File: src/rtl/control_pipeline.sv
// -----------------------------------------------------------------------------
// control_pipeline
//
// Receiving end of the ID-stage control bundle. The decoded control signals
// are registered through the ID/EX, EX/MEM and MEM/WB latches and each signal
// is presented in the stage that consumes it. Stall inserts a bubble into EX,
// flush kills the ID bundle, and an accepted HLT drains the pipeline and then
// raises the sticky `halted` flag. Retired instructions are counted.
//
// Optional feature macro: CTRL_RETIRE_CNT_EN
//   defined   -> num_inst counts retired (non-HLT) instructions, wraps modulo
//                2^CNT_W, and freezes once halted is set.
//   undefined -> no counter register; num_inst is tied to 0.
//
// Parameters:
//   DEST_W  width of the destination-register index
//   CNT_W   width of the retired-instruction counter
//
// Ports:
//   clk            in   rising-edge clock
//   reset_n        in   synchronous reset, ACTIVE-HIGH (1 = reset)
//   id_valid       in   ID holds a real instruction this cycle
//   id_alu_src     in   decoded ALU B-source select
//   id_alu_op      in   decoded ALUOp
//   id_is_branch   in   decoded branch
//   id_mem_read    in   decoded load
//   id_mem_write   in   decoded store
//   id_mem_to_reg  in   decoded WB mux select
//   id_reg_write   in   decoded register write
//   id_wwd         in   decoded WWD
//   id_halt        in   decoded HLT
//   id_dest        in   destination register [DEST_W]
//   stall          in   insert a bubble into EX (ID is held upstream)
//   flush          in   branch resolved in EX: kill the ID bundle
//   ex_alu_src     out  EX-stage ALU source
//   ex_alu_op      out  EX-stage ALUOp
//   mem_is_branch  out  MEM-stage branch
//   mem_read       out  MEM-stage read enable
//   mem_write      out  MEM-stage write enable
//   wb_reg_write   out  WB register-file write enable
//   wb_mem_to_reg  out  WB mux select
//   wb_dest        out  WB destination [DEST_W]
//   wb_wwd         out  one-cycle output-port strobe
//   halted         out  sticky, pipeline drained after HLT
//   num_inst       out  retired-instruction count [CNT_W]
//   ex_valid       out  EX stage occupied
//   mem_valid      out  MEM stage occupied
//   wb_valid       out  WB stage occupied
//
// Handshake: there is no backpressure on this block. A bundle is taken from ID
// on a rising edge exactly when id_valid & !stall & !flush & !halt_pending;
// otherwise a bubble enters EX. Every later stage advances every cycle.
// -----------------------------------------------------------------------------
module control_pipeline #(
  parameter int DEST_W = 2,
  parameter int CNT_W  = 16
) (
  input  logic              clk,
  input  logic              reset_n,
  input  logic              id_valid,
  input  logic              id_alu_src,
  input  logic              id_alu_op,
  input  logic              id_is_branch,
  input  logic              id_mem_read,
  input  logic              id_mem_write,
  input  logic              id_mem_to_reg,
  input  logic              id_reg_write,
  input  logic              id_wwd,
  input  logic              id_halt,
  input  logic [DEST_W-1:0] id_dest,
  input  logic              stall,
  input  logic              flush,
  output logic              ex_alu_src,
  output logic              ex_alu_op,
  output logic              mem_is_branch,
  output logic              mem_read,
  output logic              mem_write,
  output logic              wb_reg_write,
  output logic              wb_mem_to_reg,
  output logic [DEST_W-1:0] wb_dest,
  output logic              wb_wwd,
  output logic              halted,
  output logic [CNT_W-1:0]  num_inst,
  output logic              ex_valid,
  output logic              mem_valid,
  output logic              wb_valid
);

  // ---------------------------------------------------------------------------
  // Per-stage control bundles. Each latch only carries the fields still needed
  // by its own stage or by a later one.
  // ---------------------------------------------------------------------------
  typedef struct packed {
    logic              alu_src;
    logic              alu_op;
    logic              is_branch;
    logic              mem_read;
    logic              mem_write;
    logic              mem_to_reg;
    logic              reg_write;
    logic              wwd;
    logic              halt;
    logic [DEST_W-1:0] dest;
  } ex_ctrl_t;

  typedef struct packed {
    logic              is_branch;
    logic              mem_read;
    logic              mem_write;
    logic              mem_to_reg;
    logic              reg_write;
    logic              wwd;
    logic              halt;
    logic [DEST_W-1:0] dest;
  } mem_ctrl_t;

  typedef struct packed {
    logic              mem_to_reg;
    logic              reg_write;
    logic              wwd;
    logic              halt;
    logic [DEST_W-1:0] dest;
  } wb_ctrl_t;

  // Halt sequencing: RUN accepts bundles, DRAIN waits for the HLT to reach WB
  // while refusing new bundles, HALTED is terminal until reset.
  typedef enum logic [1:0] {
    HS_RUN    = 2'd0,
    HS_DRAIN  = 2'd1,
    HS_HALTED = 2'd2
  } halt_state_e;

  halt_state_e halt_state_q, halt_state_d;
  logic        halt_pending;

  ex_ctrl_t    id_bundle;
  logic        id_accept;

  ex_ctrl_t    ex_q, ex_d;
  logic        ex_valid_q, ex_valid_d;
  mem_ctrl_t   mem_q, mem_d;
  logic        mem_valid_q, mem_valid_d;
  wb_ctrl_t    wb_q, wb_d;
  logic        wb_valid_q, wb_valid_d;

  logic        wb_halt_retire;

  // ---------------------------------------------------------------------------
  // ID bundle capture
  // ---------------------------------------------------------------------------
  always_comb begin : id_pack
    id_bundle            = '0;
    id_bundle.alu_src    = id_alu_src;
    id_bundle.alu_op     = id_alu_op;
    id_bundle.is_branch  = id_is_branch;
    id_bundle.mem_read   = id_mem_read;
    id_bundle.mem_write  = id_mem_write;
    id_bundle.mem_to_reg = id_mem_to_reg;
    id_bundle.reg_write  = id_reg_write;
    id_bundle.wwd        = id_wwd;
    id_bundle.halt       = id_halt;
    id_bundle.dest       = id_dest;
  end

  // Flush has priority over stall, but both only ever produce a bubble, so a
  // plain AND of the qualifiers is enough.
  assign id_accept = id_valid & ~stall & ~flush & ~halt_pending;

  // ---------------------------------------------------------------------------
  // Stage advance. Flush only kills the ID bundle: the EX occupant is the
  // resolving branch and moves into MEM as usual. Bubbles carry an all-zero
  // payload so stale controls never linger in a latch.
  // ---------------------------------------------------------------------------
  always_comb begin : stage_next
    ex_valid_d = id_accept;
    ex_d       = '0;
    if (id_accept) begin
      ex_d = id_bundle;
    end

    mem_valid_d = ex_valid_q;
    mem_d       = '0;
    if (ex_valid_q) begin
      mem_d.is_branch  = ex_q.is_branch;
      mem_d.mem_read   = ex_q.mem_read;
      mem_d.mem_write  = ex_q.mem_write;
      mem_d.mem_to_reg = ex_q.mem_to_reg;
      mem_d.reg_write  = ex_q.reg_write;
      mem_d.wwd        = ex_q.wwd;
      mem_d.halt       = ex_q.halt;
      mem_d.dest       = ex_q.dest;
    end

    wb_valid_d = mem_valid_q;
    wb_d       = '0;
    if (mem_valid_q) begin
      wb_d.mem_to_reg = mem_q.mem_to_reg;
      wb_d.reg_write  = mem_q.reg_write;
      wb_d.wwd        = mem_q.wwd;
      wb_d.halt       = mem_q.halt;
      wb_d.dest       = mem_q.dest;
    end
  end

  always_ff @(posedge clk) begin : stage_regs
    if (reset_n) begin
      ex_valid_q  <= 1'b0;
      ex_q        <= '0;
      mem_valid_q <= 1'b0;
      mem_q       <= '0;
      wb_valid_q  <= 1'b0;
      wb_q        <= '0;
    end else begin
      ex_valid_q  <= ex_valid_d;
      ex_q        <= ex_d;
      mem_valid_q <= mem_valid_d;
      mem_q       <= mem_d;
      wb_valid_q  <= wb_valid_d;
      wb_q        <= wb_d;
    end
  end

  // ---------------------------------------------------------------------------
  // Halt FSM: state register / next state / outputs
  // ---------------------------------------------------------------------------
  assign wb_halt_retire = wb_valid_q & wb_q.halt;

  always_ff @(posedge clk) begin : halt_state_reg
    if (reset_n) begin
      halt_state_q <= HS_RUN;
    end else begin
      halt_state_q <= halt_state_d;
    end
  end

  always_comb begin : halt_state_next
    halt_state_d = halt_state_q;
    case (halt_state_q)
      HS_RUN: begin
        // halt_pending is low in RUN, so id_accept already reflects it.
        if (id_accept && id_halt) begin
          halt_state_d = HS_DRAIN;
        end
      end
      HS_DRAIN: begin
        if (wb_halt_retire) begin
          halt_state_d = HS_HALTED;
        end
      end
      HS_HALTED: begin
        halt_state_d = HS_HALTED;
      end
      default: begin
        halt_state_d = HS_RUN;
      end
    endcase
  end

  always_comb begin : halt_state_out
    halt_pending = (halt_state_q != HS_RUN);
    halted       = (halt_state_q == HS_HALTED);
  end

  // ---------------------------------------------------------------------------
  // Stage outputs: every control is gated by its stage valid so a bubble can
  // never write the register file or memory. HLT additionally suppresses its
  // own register write and output strobe.
  // ---------------------------------------------------------------------------
  assign ex_valid      = ex_valid_q;
  assign mem_valid     = mem_valid_q;
  assign wb_valid      = wb_valid_q;

  assign ex_alu_src    = ex_valid_q & ex_q.alu_src;
  assign ex_alu_op     = ex_valid_q & ex_q.alu_op;

  assign mem_is_branch = mem_valid_q & mem_q.is_branch;
  assign mem_read      = mem_valid_q & mem_q.mem_read;
  assign mem_write     = mem_valid_q & mem_q.mem_write;

  assign wb_reg_write  = wb_valid_q & wb_q.reg_write & ~wb_q.halt;
  assign wb_mem_to_reg = wb_valid_q & wb_q.mem_to_reg;
  assign wb_dest       = wb_q.dest & {DEST_W{wb_valid_q}};
  assign wb_wwd        = wb_valid_q & wb_q.wwd & ~wb_q.halt;

  // ---------------------------------------------------------------------------
  // Retired-instruction counter
  // ---------------------------------------------------------------------------
`ifdef CTRL_RETIRE_CNT_EN
  logic [CNT_W-1:0] cnt_q, cnt_d;

  // HLT is not an instruction that retires work, and the count is frozen
  // once the machine has halted.
  always_comb begin : cnt_next
    cnt_d = cnt_q;
    if (wb_valid_q && !wb_q.halt && !halted) begin
      cnt_d = cnt_q + CNT_W'(1);
    end
  end

  always_ff @(posedge clk) begin : cnt_reg
    if (reset_n) begin
      cnt_q <= '0;
    end else begin
      cnt_q <= cnt_d;
    end
  end

  assign num_inst = cnt_q;
`else
  assign num_inst = '0;
`endif

endmodule

File: config.mk
export PLATFORM = sky130hd
export DESIGN_NAME = control_pipeline
export DESIGN_NICKNAME = d
export VERILOG_FILES = /design/src/rtl/control_pipeline.sv
export SDC_FILE = /design/constraint.sdc
export NUM_CORES = 1
export LEC_CHECK = 0
export CAP_MARGIN = 0
export CELL_PAD_IN_SITES_DETAIL_PLACEMENT = 0
export CELL_PAD_IN_SITES_GLOBAL_PLACEMENT = 2
export CORE_MARGIN = 3
export CORE_UTILIZATION = 25
export DETAILED_ROUTE_END_ITERATION = 10
export GPL_TIMING_DRIVEN = 1
export PLACE_DENSITY_LB_ADDON = 0.15
export SYNTH_ARGS = -nofsm -noshare
export SYNTH_HDL_FRONTEND = slang
export SYNTH_SLANG_ARGS = --single-unit
File: constraint.sdc
create_clock -name clk -period 1.7 [get_ports clk]
set_clock_uncertainty 0.05 [all_clocks]
set_input_delay 0.255 -clock clk [delete_from_list [all_inputs] [get_ports clk]]
set_output_delay 0.255 -clock clk [all_outputs]
set_load 0.02 [all_outputs]
# Word-level counts from Yosys, hierarchy flattened

Index checks and enable logic that the tools add are counted.

Register bits after elaboration: 31
Input port bits: 16
Output and inout bits: 30
Logic and storage cells: 63

Equality and inequality tests: 4
Multiplexer cells: 3
Bitwise gates (word level): 22
Reductions and logical operators: 7

Operators by type and width:

| operator                                                              | count |
|---|---|
| 1-bit bitwise AND                                                     | 14 |
| 1-bit NOT                                                             | 7 |
| 2-bit case mux with 3 select lines                                    | 1 |
| 2-bit OR reduction                                                    | 3 |
| 2-bit two-way mux                                                     | 2 |
| 2-bit inequality test, second input constant                          | 2 |
| 2-bit bitwise AND                                                     | 1 |
| 2-bit by 1-bit equality test with 1-bit output, second input constant | 1 |
| 2-bit equality test, second input constant                            | 1 |
| 2-bit logical NOT                                                     | 1 |
| 2-bit AND reduction                                                   | 1 |
| 2-bit nonzero test                                                    | 1 |
| 1-bit logical AND                                                     | 1 |

# Longest topological paths before layout

Gate-level depths: netlist (run 1).

Depth in word-level cells: 7
Gate-level depth with buffers: 5

# Least setup slack after synthesis (run 1)

OpenSTA, ideal clock, no wires.

Kind: register to register
From: reg halt_state_q[0]
To: reg ex_q[0] (netlist bit)
Arrival: 1,087 ps
Path slack: 447 ps
Cell stages (with the launch flop): 6
Buffers on the path: 1
Clock period less this slack: 1,253 ps
Cell sequence: dfxtp_1 -> inv_1 -> ha_1 -> and4b_4 -> buf_6 -> and2_2

Cells in the longest elaborated chain, start to end: 5

RTL lines:

| element                             | RTL line | text |
|---|---|---|
| start: declaration                  | 133      | `halt_state_e halt_state_q, halt_state_d;` |
| start signal: assignment            | 232      | `halt_state_q <= halt_state_d;` |
| 2-bit nonzero test                  | 260      | `halt_pending = (halt_state_q != HS_RUN);` |
| 1-bit NOT                           | 167      | `assign id_accept = id_valid & ~stall & ~flush & ~halt_pending;` |
| 1-bit bitwise AND                   | 167      |  |
| 1-bit NOT (no source line)          | n/a      |  |
| 2-bit OR reduction (no source line) | n/a      |  |
| end signal: assignment              | 208      | `ex_q <= '0;` |
| end signal: assignment              | 215      | `ex_q <= ex_d;` |
| end: declaration                    | 139      | `ex_ctrl_t ex_q, ex_d;` |

Every way passes these cells.
A chain may end at the register's enable or synchronous reset.

# Worst setup path in the final report (run 1)

From: reg mem_valid_q, in the netlist mem_valid
To: out mem_valid

RTL lines:

| element                  | RTL line | text |
|---|---|---|
| start: declaration       | 142      | `logic mem_valid_q, mem_valid_d;` |
| start signal: assignment | 216      | `mem_valid_q <= mem_valid_d;` |
| end: declaration         | 85       | `output logic mem_valid,` |

No word-level cell between the ends.

==> impl_metrics.ini, run 1 <==
[die]
num_rows = 23
initial_core_util_pct = 27.2
ioPinCount = 46
core-area_mm2 = 0.00420
die_y_um = 73.6
die_area_mm2 = 0.00542
die_w_um = 73.6

[cells_and_area]
layoutNonFillerInstCount = 188
layout_commonest_cell = dfxtp_1
layout.nets = 156
final_cell_mix = 31 x dfxtp_1, 23 x and2_1, 18 x clkdlybuf4s50_1, 16 x conb_1
multi_input_area_um2 = 430
diodes = 0
fillers = 426
final_area_mm2 = 0.00152
drive_above_1_share_pct = 15.9
seq_area_um2 = 621
syn2layout_area_growth_pct = 33.0

[placement]
place_area_mm2 = 0.00142
io_buffers = 29
gp_congestion = 0.731
pre_cts_slack_ps = 222
dp_hpwl_mm = 1.35
place_inst = 180

[synth]
synthArstFlopShare_pct = 0
avgSynthCellArea_um2 = 11.0
synth_top_area_share_pct = 54.3
synth-warning-count = 0
syn_inst = 104
synthTopCellsByArea = dfxtp_1 54%, and2_1 13%, buf_4 11%
yosysSeqAreaShare_pct = 54.3
synthDistinctLibCells = 20
synth_ff_type = dfxtp_1
synth_top_area_cell = dfxtp_1
synth_edf_count = 0
ys_seq_elements = 31
syn-cell-area_mm2 = 0.00114

[pwr]
ir_drop_uv = 453
power_density_mw_per_mm2 = 1030
leakagePower_nw = 0.702
power_mw = 1.57

[clock_network]
root_buffer = clkbuf_8
cts_made_buffers = 5
cts_hold_buf = 0
clk_pin_slew_ps = 70
cts.sinks = 31
cts_tree = yes
cts_buffer_depth = 2
h-tree-depth = 2
clk-insertion-delay-late_ps = 280

[worst_hold_path]
holdPathStages = 1
holdPathEnd = wb_q[0]
hold_class = reg -> reg
min_from = mem_q[0]

[worst_setup_path]
crit_fanout = 5
critPathSlowestCell = clkdlybuf4s50_1
reg2reg_depth = 5
start_kind = register
arrival_ps = 1310
cp_top_family = buffers and inverters
worstReg2RegStart = halt_state_q[1]
cpPeakStageDelay_ps = 630
timing.rr.end = halt_state_q[0]
critPathBufInv = 1
crit_chain = clkdlybuf4s50_1
worstSetupPathType = reg -> out
required_ps = 1390
r2r_setup_slack_ps = 410
worstSetupEndpointType = primary output

[timing]
fmax_mhz = 618
fin_ws_ps = 80.8
setup_viol = 0
rsz0062_at_grt = false
period_share_pct = 95.2
slew_viol_final = 0
fin_tns_setup_ps = 0
fin_crit_ps = 1620
finalHoldViolCount = 0

[global_route]
grt_pass1_wl_mm = 2.95
grt_max_degree = 13
grt_pass1_vias = 659
antenna_found_initial = 0
grt_overflow = 0
grt.total_usage_pct = 7.66

[route]
routedWlPerCell_um = 9.65
route.vias.total = 678
drtIter0Drc = 17
wirelength_mm = 1.81
drc = 0
first_pass_iters = 4
vias_per_cell = 3.61
route.antenna.remaining_nets = 0

[outcome]
status = finished, final reports clean

[job]
maxCapViolations = 0
-- layer usage --
layer / vias to the layer above / track usage, % / share of wire (%) / wire, µm
met4: 0 / 4.23 / 0.99 / 18
met5: - / 0 / 0 / 0
met2: 36 / 11.3 / 46 / 833
met1: 287 / 7.87 / 41 / 752
met3: 2 / 5.61 / 12 / 209
li1: 353 / - / - / -
-- worst max-delay path by stage --
stage / start / end / depth (start not counted)
after global placement: wb_valid / wb_reg_write / 2
after floorplan: halt_state_q[0] / ex_q[0] / 5
final: mem_valid / mem_valid / 1
after detailed placement: wb_valid / wb_wwd / 2
after global routing: mem_valid / mem_valid / 1
after CTS: mem_valid / mem_valid / 1
-- cell type report --
cell class,count,area share (%)
repair buffers,29,18.2
well taps,50,4.12
multi-input cells,67,28.3
flip-flops and latches,31,40.9
clock inverters,2,2.31
inverters,3,0.741
clock buffers,6,5.44
-- synth_stat cells, types with 2 or more instances --
| master | number |
|---|---|
| nand2_1 | 2 |
| and2_2 | 11 |
| nor2_1 | 2 |
| and2_1 | 23 |
| and3b_1 | 2 |
| buf_4 | 16 |
| inv_1 | 3 |
| ha_1 | 3 |
| dfxtp_1 | 31 |
-- timing repair --
item / CTS / global route
setup endpoints to repair: 11 / 0
buffers inserted: 0 / 0
hold endpoints to repair: 0 / 0
resized for setup: 11 / 0
-- flip-flops by register name, summed over array words and instances, names as in the netlist --
| signal | flops |
|---|---|
| ex_valid | 1 |
| wb_q | 6 |
| halt_state_q | 2 |
| mem_valid | 1 |
| mem_q | 9 |
| wb_valid | 1 |
| ex_q | 11 |
-- power by group --
part / internal, mW / leakage [nW] / switching (mW) / total (mW)
sequential: 0.733 / 0.250 / 0.00300 / 0.736
clock: 0.474 / 0.0612 / 0.265 / 0.738
combinational: 0.0423 / 0.390 / 0.0487 / 0.0911
-- stage by stage --
stage / util, % / hold slack [ps]
after floorplan: - / 320
after global placement: 33.7 / 361
after detailed placement: 33.7 / 362
after CTS: 36.2 / 376
after global routing: 36.2 / 395
final: 36.2 / 374
-- cells by family after synthesis --
kind of cell    after synthesis  share of synthesized area, %
mux                           1                         0.876
flops                        31                          54.3
other cells                   1                         0.328
compound gates                3                          2.08
simple gates                 44                          26.2
fa+ha+maj                     3                          3.29
buf+inv                      21                          12.9
Power figures use the tool's default switching activity.
==> run 2, diff against run 1 <==
--- a/config.mk
+++ b/config.mk
@@ -6,5 +6,5 @@
 export NUM_CORES = 1
 export LEC_CHECK = 0
-export CAP_MARGIN = 0
+export CAP_MARGIN = 40
 export CELL_PAD_IN_SITES_DETAIL_PLACEMENT = 0
 export CELL_PAD_IN_SITES_GLOBAL_PLACEMENT = 2
==> constraint.sdc (replaced) <==
create_clock -name clk -period 1.7 [get_ports clk]
set_clock_uncertainty 0.05 [all_clocks]
set_input_delay 0.34 -clock clk [delete_from_list [all_inputs] [get_ports clk]]
set_output_delay 0.34 -clock clk [all_outputs]
set_load 0.02 [all_outputs]
==> run 2 against run 1 <==
  * Register-to-register slack about the same
  * Die area stayed put
  * Power barely moved
  * Global-route usage unchanged
  * Sequential share of layout area up 0.068 points
  * Design area fell by 0.17%
  * Largest cell class unchanged
  * Hold slack stayed put
  * Cell count did not move
==> impl_metrics.ini, run 2 (synthesized netlist as in run 1, its figures left out) <==
[worst_hold_path]
min_from = mem_q[0]
hold_class = reg -> reg
holdPathStages = 1
holdPathEnd = wb_q[0]

[cells_and_area]
largest_register_ffs = 11
layout.nets = 156
syn2layout_area_growth_pct = 32.7
multi_input_area_um2 = 430
final_area_mm2 = 0.00152
diodes = 0
layout_commonest_cell = dfxtp_1
seq_area_um2 = 621
final_cell_mix = 31 x dfxtp_1, 23 x and2_1, 16 x conb_1, 16 x clkdlybuf4s50_1, 13 x dlygate4sd2_1
drive_above_1_share_pct = 15.9
max_flop_register = ex_q
final_core_util_pct = 36.1
fillers = 428
reg_top3 = ex_q: 11 flops, mem_q: 9 flops, wb_q: 6 flops
layoutNonFillerInstCount = 188

[timing]
rsz0062_at_grt = false
fin_ws_ps = 57.0
fin_crit_ps = 1640
slew_viol_final = 0
period_share_pct = 96.6
fin_tns_setup_ps = 0
finalHoldViolCount = 0
setup_viol = 0
hold_slack_ps = 374
fmax_mhz = 609

[clock_network]
cts.sinks = 31
h-tree-depth = 2
root_buffer = clkbuf_8
clk_pin_slew_ps = 70
cts_tree = yes
cts_resized = 13
post_cts_buffers = 0
cts_hold_buf = 0
clk-insertion-delay-late_ps = 280
cts_made_buffers = 5
cts_buffer_depth = 2

[die]
core-area_mm2 = 0.00420
die_w_um = 73.6
die_y_um = 73.6
die_area_mm2 = 0.00542
ioPinCount = 46
num_rows = 23
initial_core_util_pct = 27.2

[worst_setup_path]
r2r_setup_slack_ps = 410
critPathBufInv = 1
timing.rr.end = halt_state_q[0]
reg2reg_depth = 5
critPathSlowestCell = clkdlybuf4s50_1
crit_chain = clkdlybuf4s50_1
start_kind = register
crit_fanout = 4
cp_top_family = buffers and inverters
required_ps = 1310
worstSetupPathType = reg -> out
cpPeakStageDelay_ps = 620
worstReg2RegStart = halt_state_q[1]
arrival_ps = 1250
worstSetupEndpointType = primary output

[placement]
place_area_mm2 = 0.00142
place_inst = 180
dp_hpwl_mm = 1.35
gp_congestion = 0.731
pre_cts_slack_ps = 137
io_buffers = 29

[route]
vias_per_cell = 3.61
route.vias.total = 678
route.antenna.remaining_nets = 0
drc = 0
routedWlPerCell_um = 9.64
wirelength_mm = 1.81
drtIter0Drc = 17
first_pass_iters = 4

[global_route]
grt_overflow = 0
antenna_found_initial = 0
grt.total_usage_pct = 7.66
grt_pass1_wl_mm = 2.95
grt_max_degree = 13
grt_pass1_vias = 659

[outcome]
status = finished, final reports clean

[pwr]
leakagePower_nw = 0.711
ir_drop_uv = 453
power_mw = 1.56
power_density_mw_per_mm2 = 1030

[job]
maxCapViolations = 0
[run 2: changes by cell type in the layout (fill, tap and decap cells not counted), sizes merged]
cell	before	now
clkdlybuf4s50	18	16
dlygate4sd2	11	13
[run 2: per-layer routing]
layer / share of wire, % / global-route usage, % / up-vias
met5: 0 / 0 / -
met3: 12 / 5.61 / 2
met2: 46 / 11.3 / 36
li1: - / - / 353
met4: 0.99 / 4.23 / 0
met1: 41 / 7.87 / 287
[run 2: layout make-up]
| type | count | area share, % |
|---|---|---|
| Inverter | 3 | 0.743 |
| Timing Repair Buffer | 29 | 18.1 |
| Sequential cell | 31 | 40.9 |
| Clock buffer | 6 | 5.45 |
| Tap cell | 50 | 4.13 |
| Clock inverter | 2 | 2.31 |
| Multi-Input combinational cell | 67 | 28.4 |
[run 2: power by group]
group / switching [mW] / internal [mW]
Clock: 0.265 / 0.474
Sequential: 0.00297 / 0.733
Combinational: 0.0487 / 0.0419
[run 2: how the worst max path moves through the flow]
stage	end	slack, ps	start	cells past startpoint
6_report	ex_valid	60	ex_valid	1
5_1_grt	halted	4	halt_state_q[0]	3
4_1_cts	ex_valid	30	ex_valid	1
3_5_place_dp	wb_wwd	140	wb_valid	2
3_3_place_gp	wb_reg_write	150	wb_valid	2
2_1_floorplan	ex_q[0]	450	halt_state_q[0]	5
